## config.mk

```make
export PLATFORM = sky130hd
export DESIGN_NAME = mem_dados_io
export DESIGN_NICKNAME = d
export VERILOG_FILES = /design/src/rtl/mem_dados_io.sv
export SDC_FILE = /design/constraint.sdc
export NUM_CORES = 2
export LEC_CHECK = 0
export BUFFER_PORTS_ARGS = -buffer_cell sky130_fd_sc_hd__buf_2
export CORE_UTILIZATION = 50
export CTS_BUF_LIST = sky130_fd_sc_hd__clkbuf_8
export DETAILED_ROUTE_END_ITERATION = 12
export PLACE_DENSITY = 0.72
export REMOVE_ABC_BUFFERS = 1
export SETUP_SLACK_MARGIN = 0.2
export SYNTH_ARGS = -nofsm -noshare
export SYNTH_HDL_FRONTEND = slang
export SYNTH_SLANG_ARGS = --single-unit
export TNS_END_PERCENT = 20
```

## constraint.sdc

```tcl
create_clock -name Clock -period 8.25 [get_ports Clock]
set_input_delay 1.65 -clock Clock [delete_from_list [all_inputs] [get_ports Clock]]
set_output_delay 1.65 -clock Clock [all_outputs]
set_load 0.01 [all_outputs]
```

## src/rtl/mem_dados_io.sv

```systemverilog
// Data-memory stage for the nRisc load/store path: 240-byte RAM, a small
// memory-mapped I/O page (LEDs, switches, timer) and programmable wait states.
module mem_dados_io #(
  parameter int unsigned WAIT_STATES = 1,
  parameter logic [7:0]  IO_BASE     = 8'hF0
) (
  input  logic       Clock,
  input  logic       Reset_n,
  input  logic [7:0] Endereco,
  input  logic [7:0] DadoEscr,
  input  logic       LerMem,
  input  logic       EscrevMem,
  output logic [7:0] DadoLido,
  output logic       MemPronto,
  input  logic [7:0] Chaves,
  output logic [7:0] Leds
);

  localparam int unsigned RAM_DEPTH  = 32'(IO_BASE);
  localparam logic [7:0]  A_LEDS     = IO_BASE;
  localparam logic [7:0]  A_CHAVES   = IO_BASE + 8'd1;
  localparam logic [7:0]  A_TIMER    = IO_BASE + 8'd2;
  localparam logic [7:0]  A_CLR      = IO_BASE + 8'd3;
  localparam logic        SEM_ESPERA = (WAIT_STATES == 0);
  localparam logic [3:0]  CNT_INI    = 4'(WAIT_STATES - 1);

  typedef enum logic [1:0] {
    OCIOSO = 2'd0,
    ESPERA = 2'd1,
    PRONTO = 2'd2
  } estado_t;

  estado_t    estado;
  logic [3:0] cnt;
  logic [7:0] end_q;
  logic [7:0] dado_q;
  logic       escr_q;
  logic [7:0] timer_cap;
  logic [7:0] timer;
  logic [7:0] chv_meta;
  logic [7:0] chv_sync;
  logic [7:0] ram [RAM_DEPTH];

  logic       req_c;
  logic       commit_c;
  logic [7:0] end_c;
  logic [7:0] dado_c;
  logic       escr_c;
  logic [7:0] tcap_c;
  logic [7:0] rd_c;

  always_ff @(posedge Clock) begin
    assert (WAIT_STATES <= 32'd15)
      else $error("mem_dados_io: WAIT_STATES=%0d exceeds the 4-bit wait counter", WAIT_STATES);
  end

  // With zero wait states the access commits on its own sample edge, so the
  // live request fields are used; otherwise the values latched at sampling.
  always_comb begin
    req_c    = LerMem | EscrevMem;
    end_c    = end_q;
    dado_c   = dado_q;
    escr_c   = escr_q;
    tcap_c   = timer_cap;
    commit_c = 1'b0;
    if (estado == OCIOSO) begin
      end_c    = Endereco;
      dado_c   = DadoEscr;
      escr_c   = EscrevMem;
      tcap_c   = timer;
      commit_c = req_c & SEM_ESPERA;
    end else if (estado == ESPERA) begin
      commit_c = (cnt == 4'd0);
    end
  end

  // Read data mux for the committing access.
  always_comb begin
    rd_c = 8'h00;
    if (end_c < IO_BASE) begin
      rd_c = ram[end_c];
    end else begin
      case (end_c)
        A_LEDS:   rd_c = Leds;
        A_CHAVES: rd_c = chv_sync;
        A_TIMER:  rd_c = tcap_c;
        default:  rd_c = 8'h00;
      endcase
    end
  end

  // RAM is never cleared; reset only suppresses an in-flight store.
  always_ff @(posedge Clock) begin
    if (Reset_n && commit_c && escr_c && (end_c < IO_BASE)) begin
      ram[end_c] <= dado_c;
    end
  end

  always_ff @(posedge Clock) begin
    if (!Reset_n) begin
      estado    <= OCIOSO;
      cnt       <= 4'd0;
      end_q     <= 8'h00;
      dado_q    <= 8'h00;
      escr_q    <= 1'b0;
      timer_cap <= 8'h00;
      timer     <= 8'h00;
      chv_meta  <= 8'h00;
      chv_sync  <= 8'h00;
      DadoLido  <= 8'h00;
      MemPronto <= 1'b0;
      Leds      <= 8'h00;
    end else begin
      chv_meta  <= Chaves;
      chv_sync  <= chv_meta;
      MemPronto <= commit_c;

      // Clear wins over the free-running increment.
      if (commit_c && escr_c && (end_c == A_CLR)) begin
        timer <= 8'h00;
      end else begin
        timer <= timer + 8'd1;
      end

      if (commit_c) begin
        if (escr_c) begin
          if (end_c == A_LEDS) begin
            Leds <= dado_c;
          end
        end else begin
          DadoLido <= rd_c;
        end
      end

      case (estado)
        OCIOSO: begin
          if (req_c) begin
            end_q     <= Endereco;
            dado_q    <= DadoEscr;
            escr_q    <= EscrevMem;
            timer_cap <= timer;
            if (SEM_ESPERA) begin
              estado <= PRONTO;
            end else begin
              estado <= ESPERA;
              cnt    <= CNT_INI;
            end
          end
        end
        ESPERA: begin
          if (cnt == 4'd0) begin
            estado <= PRONTO;
          end else begin
            cnt <= cnt - 4'd1;
          end
        end
        PRONTO:  estado <= OCIOSO;
        default: estado <= OCIOSO;
      endcase
    end
  end

endmodule

```

-- Yosys cells after proc, flatten, opt, wreduce, memory -nomap -nowiden
Memories as Yosys holds them, arrays and structs flattened.
Index checks and enable logic that the tools add are counted.
- equal/unequal tests: 8
- add/subtract/negate cells: 2
- mux-type cells: 16
- order comparisons: 1
- reduce and logical (&&, ||, !) cells: 14
- bitwise operators: 3
- operators by type and width (kind ; number):
    8-bit equality test (second input constant) ; 4
    8-bit 2-to-1 mux ; 4
    8-bit case mux with 3 select lines ; 1
    8-bit by 1-bit adder with 8-bit output (second input constant) ; 1
    8-bit < comparator (second input constant) ; 1
    4-bit 2-to-1 mux ; 2
    4-bit case mux with 2 select lines ; 1
    2-bit AND reduction ; 3
    3-bit AND reduction ; 2
    1-bit logical AND ; 5
    1-bit 2-to-1 mux ; 5
    4-bit logical NOT ; 1
    2-bit 2-to-1 mux ; 2
    2-bit inequality test (second input constant) ; 2
    2-bit case mux with 2 select lines ; 1
    4-bit by 1-bit subtractor with 4-bit output (second input constant) ; 1
    2-bit by 1-bit equality test with 1-bit output (second input constant) ; 1
    2-bit logical NOT ; 1
    2-bit by 1-bit inequality test with 1-bit output (second input constant) ; 1
    1-bit NOT ; 2
    2-bit nonzero test ; 1
    2-bit OR reduction ; 1
    1-bit OR ; 1
- memory bits (writable): 1920
- input port bits: 28
- logic and storage cells: 57
- memories kept: 1
- output and inout port bits: 17
- register bits: 72
- memory list (memory ; words ; bits a word ; read ports ; clocked after memory_dff ; wr ports ; RTL line ; RTL):
    ram ; 240 ; 8 ; 1 ; 0 ; 1 ; 42 ; logic [7:0] ram [RAM_DEPTH];

-- Longest topological paths before layout
- word-level depth: 8
- mapped depth: 12
- mapped depth without buffers: 9

-- Worst setup path before layout
OpenSTA, ideal clock, no wires.
- path kind: input -> register
- from: input port DadoEscr[0]
- to: memory ram[0][0] (data pin)
- setup time: 0.783 ns
- data arrival time: 4.557 ns
- cell stages on the path: 2
- required time: 7.467 ns
- path buffers: 0
- setup slack: 2.910 ns
- cells stage by stage: nand2_1 nand2_1
- word-level cells in the longest chain between the ends: 1
- ends and longest elaborated chain (what ; RTL line ; RTL):
    start: declaration ; 10 ; input logic [7:0] DadoEscr,
    8-bit 2-to-1 mux ; 66 ; if (estado == OCIOSO) begin
    via dado_c[0] ; 47 ; logic [7:0] dado_c;
    end: declaration ; 42 ;
The timed path passes the listed nets, and every way through them passes these cells.

-- Worst setup path in the final report
- from: register estado[1]
- to: register DadoLido[3]
- word-level cells in the longest chain between the ends: 5
- elaborated cells between the ends (all ways): 16
- those cells by class: order compare (1); eq/ne (4); mux (7); bitwise (1); reduce/logical (2); memory (1)
- ends and longest elaborated chain (what ; RTL line ; RTL):
    start: declaration ; 33 ; estado_t estado;
    start signal: assignment ; 101 ; estado <= OCIOSO;
    start signal: assignment ; 143 ; estado <= PRONTO;
    start signal: assignment ; 145 ; estado <= ESPERA;
    parallel branches: the longest is 5 deep, another holds memory read 240 x 8 bit ; - ;
    end signal: assignment ; 131 ; DadoLido <= rd_c;
    end: declaration ; 13 ; output logic [7:0] DadoLido,
Several ways; the timed one is not identified.
A chain may end at the register's enable or synchronous reset.

==> out/metrics.csv <==
metric,value,unit
via count,44380,
Post-synth EDFFs,1920,
minimum clock period,5.537,ns
outcome,finished with violations,
Reg area,59100,µm²
post-synth top area share,77.51,%
gr usage total,25.57,%
"Primary FF master, synth",edfxtp_1,
Placed Cells,6207,
critical path's most frequent cell,buf_4,
Power Total,22620,µW
die area,150300,µm²
Critical Path Slowest Stage Cell,o41ai_1,
width of the die,387.7,µm
Core Area,147700,µm²
PortBufs,44,
Max-cap violations,1,
DRT Wirelength,196000,µm
half-perimeter wire length after placement,110100,µm
Pwr per Cell Area,276.5,nW/µm²
row cnt,141,
internal cell power,16220,µW
post-synthesis sequential area ratio,79.45,%
global-route wire length before repair,284200,µm
"Avg Cell Area, Syn",16.59,µm²
FMAX,180.6,MHz
PostCTS Resize Cnt,0,
hold-fix buffers at CTS,0,
layout cell share with drive strength beyond 1,10.75,%
synth unique cells,59,
worst-case clock skew,0.06075,ns
Fin Setup TNS,0,ns
sw power,6404,µW
vias in the first global route,42345,
Flop pwr share,52.0,%
DRT Pass-1 Iters,6,
top post-synthesis cells by area,"edfxtp_1, a22oi_1, a21oi_1",
most frequent cells in the layout,"edfxtp_1, a22oi_1, a21oi_1, clkbuf_8, nor2_1",
min-delay worst type,reg2reg,
GPL Wtd Cong,0.8696,
Worst path max stage delay,1.11,ns
"Cell Chain, Critical Path",nor2_4 -> buf_4 -> nor3b_1 -> a31oi_4 -> buf_4 -> a21oi_1 -> o41ai_1 -> a41oi_1 -> nor4_1 -> a211oi_1,
clock power share,33.0,%
"commonest non-fill, non-tap cell in the layout",edfxtp_1,
crit start category,register,
failing checks,"antenna violations, max-capacitance violations, max-slew violations",
Overflow after GRT,0,
drc violations,0,
die height,387.7,µm
CTS Sinks,1992,
Worst-path clk slew,0.06,ns
VDD IR max,0.2500,mV
"Setup Fix Bufs, Post-CTS",0,
largest net degree at the start of global routing,167,
Fill cells,11047,
CTS tree,built,
initial antenna violation count,10,
final period utilization,67.11,%
DR iter-0 viols,6787,
RSZ-0062 raised after global routing,no,
Final Net Count,4624,
final setup violation count,0,
Slew @ Worst Pin,1.603,ns
P&R area growth vs syn,9.987,%
post-synthesis cell count,4483,
Setup crit end kind,register,
number of synthesized register bits,1992,
Final Hold Vio Count,0,
Logic pwr share,15.0,%
starting density of the core,50.37,%
Critical Path AT,6.34,ns
Antenna Nets Post-Route,1,
synth warn,0,
switching part of the total,28.31,%
Final Non-Filler Cells,6749,
worst skew pair latency,0.99,ns
CTS max path bufs,4,
Root Driver,clkbuf_8,
Vias/cell,6.576,
Leakage,0.02488,µW
critical path peak fanout,28,
H-Tree Depth,5,
Netlist Area Pre-Place,74380,µm²
wire per inst,29.05,µm
fin. max-slew vios,5,
total CTS buffers,315,
Slew Limit Headroom,-8.296,%
Yosys top cell by area,edfxtp_1,
Worst EP required,9.05,ns
area of the multi-input gates,13860,µm²
IO Count,45,
critical setup path kind,reg2reg,
fraction of registers with async set or reset after synthesis,0,%
[power by group through the flow]
stage | registers [µW] | clock network (µW) | logic (µW)
after floorplan | 12100 | 0 | 2220
after global placement | 12000 | 0 | 3240
after detailed placement | 12000 | 0 | 3310
after CTS | 11700 | 7510 | 3310
after global routing | 11800 | 7960 | 3540
final | 11800 | 7470 | 3390
[synth_stat cells (3+ instances only)]
cell type,count
a22oi_1,962
a221oi_1,8
a41oi_1,24
clkbuf_1,120
o21ai_0,18
nand2b_1,12
and2_1,17
inv_1,6
buf_1,7
and3_1,3
a21boi_0,3
nor2_1,271
nor4_1,9
xnor2_1,3
dfxtp_1,72
o31ai_2,3
o41ai_1,120
nand2_1,105
buf_2,179
xor2_1,5
a211oi_1,8
nor2b_1,3
buf_6,4
nor3b_1,6
nand3b_1,6
nand4_1,8
mux2i_1,8
buf_4,15
a21oi_1,504
a311oi_1,8
nor3_1,4
nand3_1,7
edfxtp_1,1920
[registers in the layout, summed over array words and instances, names as in the netlist]
register and cells:
Leds 8, chv_sync 8, MemPronto 1, cnt 4, end_q 8, dado_q 8
estado 2, chv_meta 8, timer 8, ram 1920, timer_cap 8, escr_q 1
DadoLido 8
[cell families after synthesis]
group	Yosys count	share of synthesized area, %
flops	1992	79.45
compound gates	1674	15.50
simple gates	467	2.725
buf+inv	332	2.093
xor+xnor	8	0.09420
mux	8	0.1077
fa+ha+maj	2	0.03364
[worst paths after layout]
path,startpoint,endpoint,slack (ns),cells past startpoint
max reg2reg,estado[1],DadoLido[3],2.71,10
max,estado[1],DadoLido[3],2.71,10
min,chv_meta[0],chv_sync[0],0.43,1
min reg2reg,chv_meta[0],chv_sync[0],0.43,1
[worst max-delay path, delay by kind of cell (launching register included)]
kind / cells / cell delay, ns
AOI/OAI and AO/OA: 5 / 2.85
buffers and inverters: 2 / 1.01
and+or+nand+nor: 3 / 0.96
DFF: 1 / 0.47
[final cells by class]
| cell class | count | area share, % |
|---|---|---|
| sequential | 1992 | 72.23 |
| multi-input combinational | 2159 | 16.94 |
| clock buffer | 329 | 5.535 |
| tap | 1930 | 2.952 |
| clock inverter | 205 | 1.145 |
| timing repair buffer | 119 | 1.135 |
| inverter | 7 | 0.03212 |
| antenna | 8 | 0.02447 |
[metrics by stage]
stage / worst slack, ns / util (%) / hold WS (ns) / cell area (µm²)
floorplan: -13.66 / - / 0.4118 / 72850
global placement: 2.452 / 51.68 / 0.4192 / 76310
detailed placement: 2.574 / 51.68 / 0.4206 / 76320
CTS: 2.960 / 55.39 / 0.4344 / 81780
global route: 2.678 / 55.39 / 0.4566 / 81790
finish: 2.713 / 55.40 / 0.4327 / 81810
[per-layer routing]
layer / global-route usage, % / wire length [µm] / up-vias
met5: 0 / 78 / -
met4: 10.57 / 7633 / 12
met3: 7.505 / 25360 / 429
met2: 37.54 / 88350 / 3137
met1: 35.82 / 74600 / 22166
li1: - / - / 18636
(Power assumes the default switching activity.)
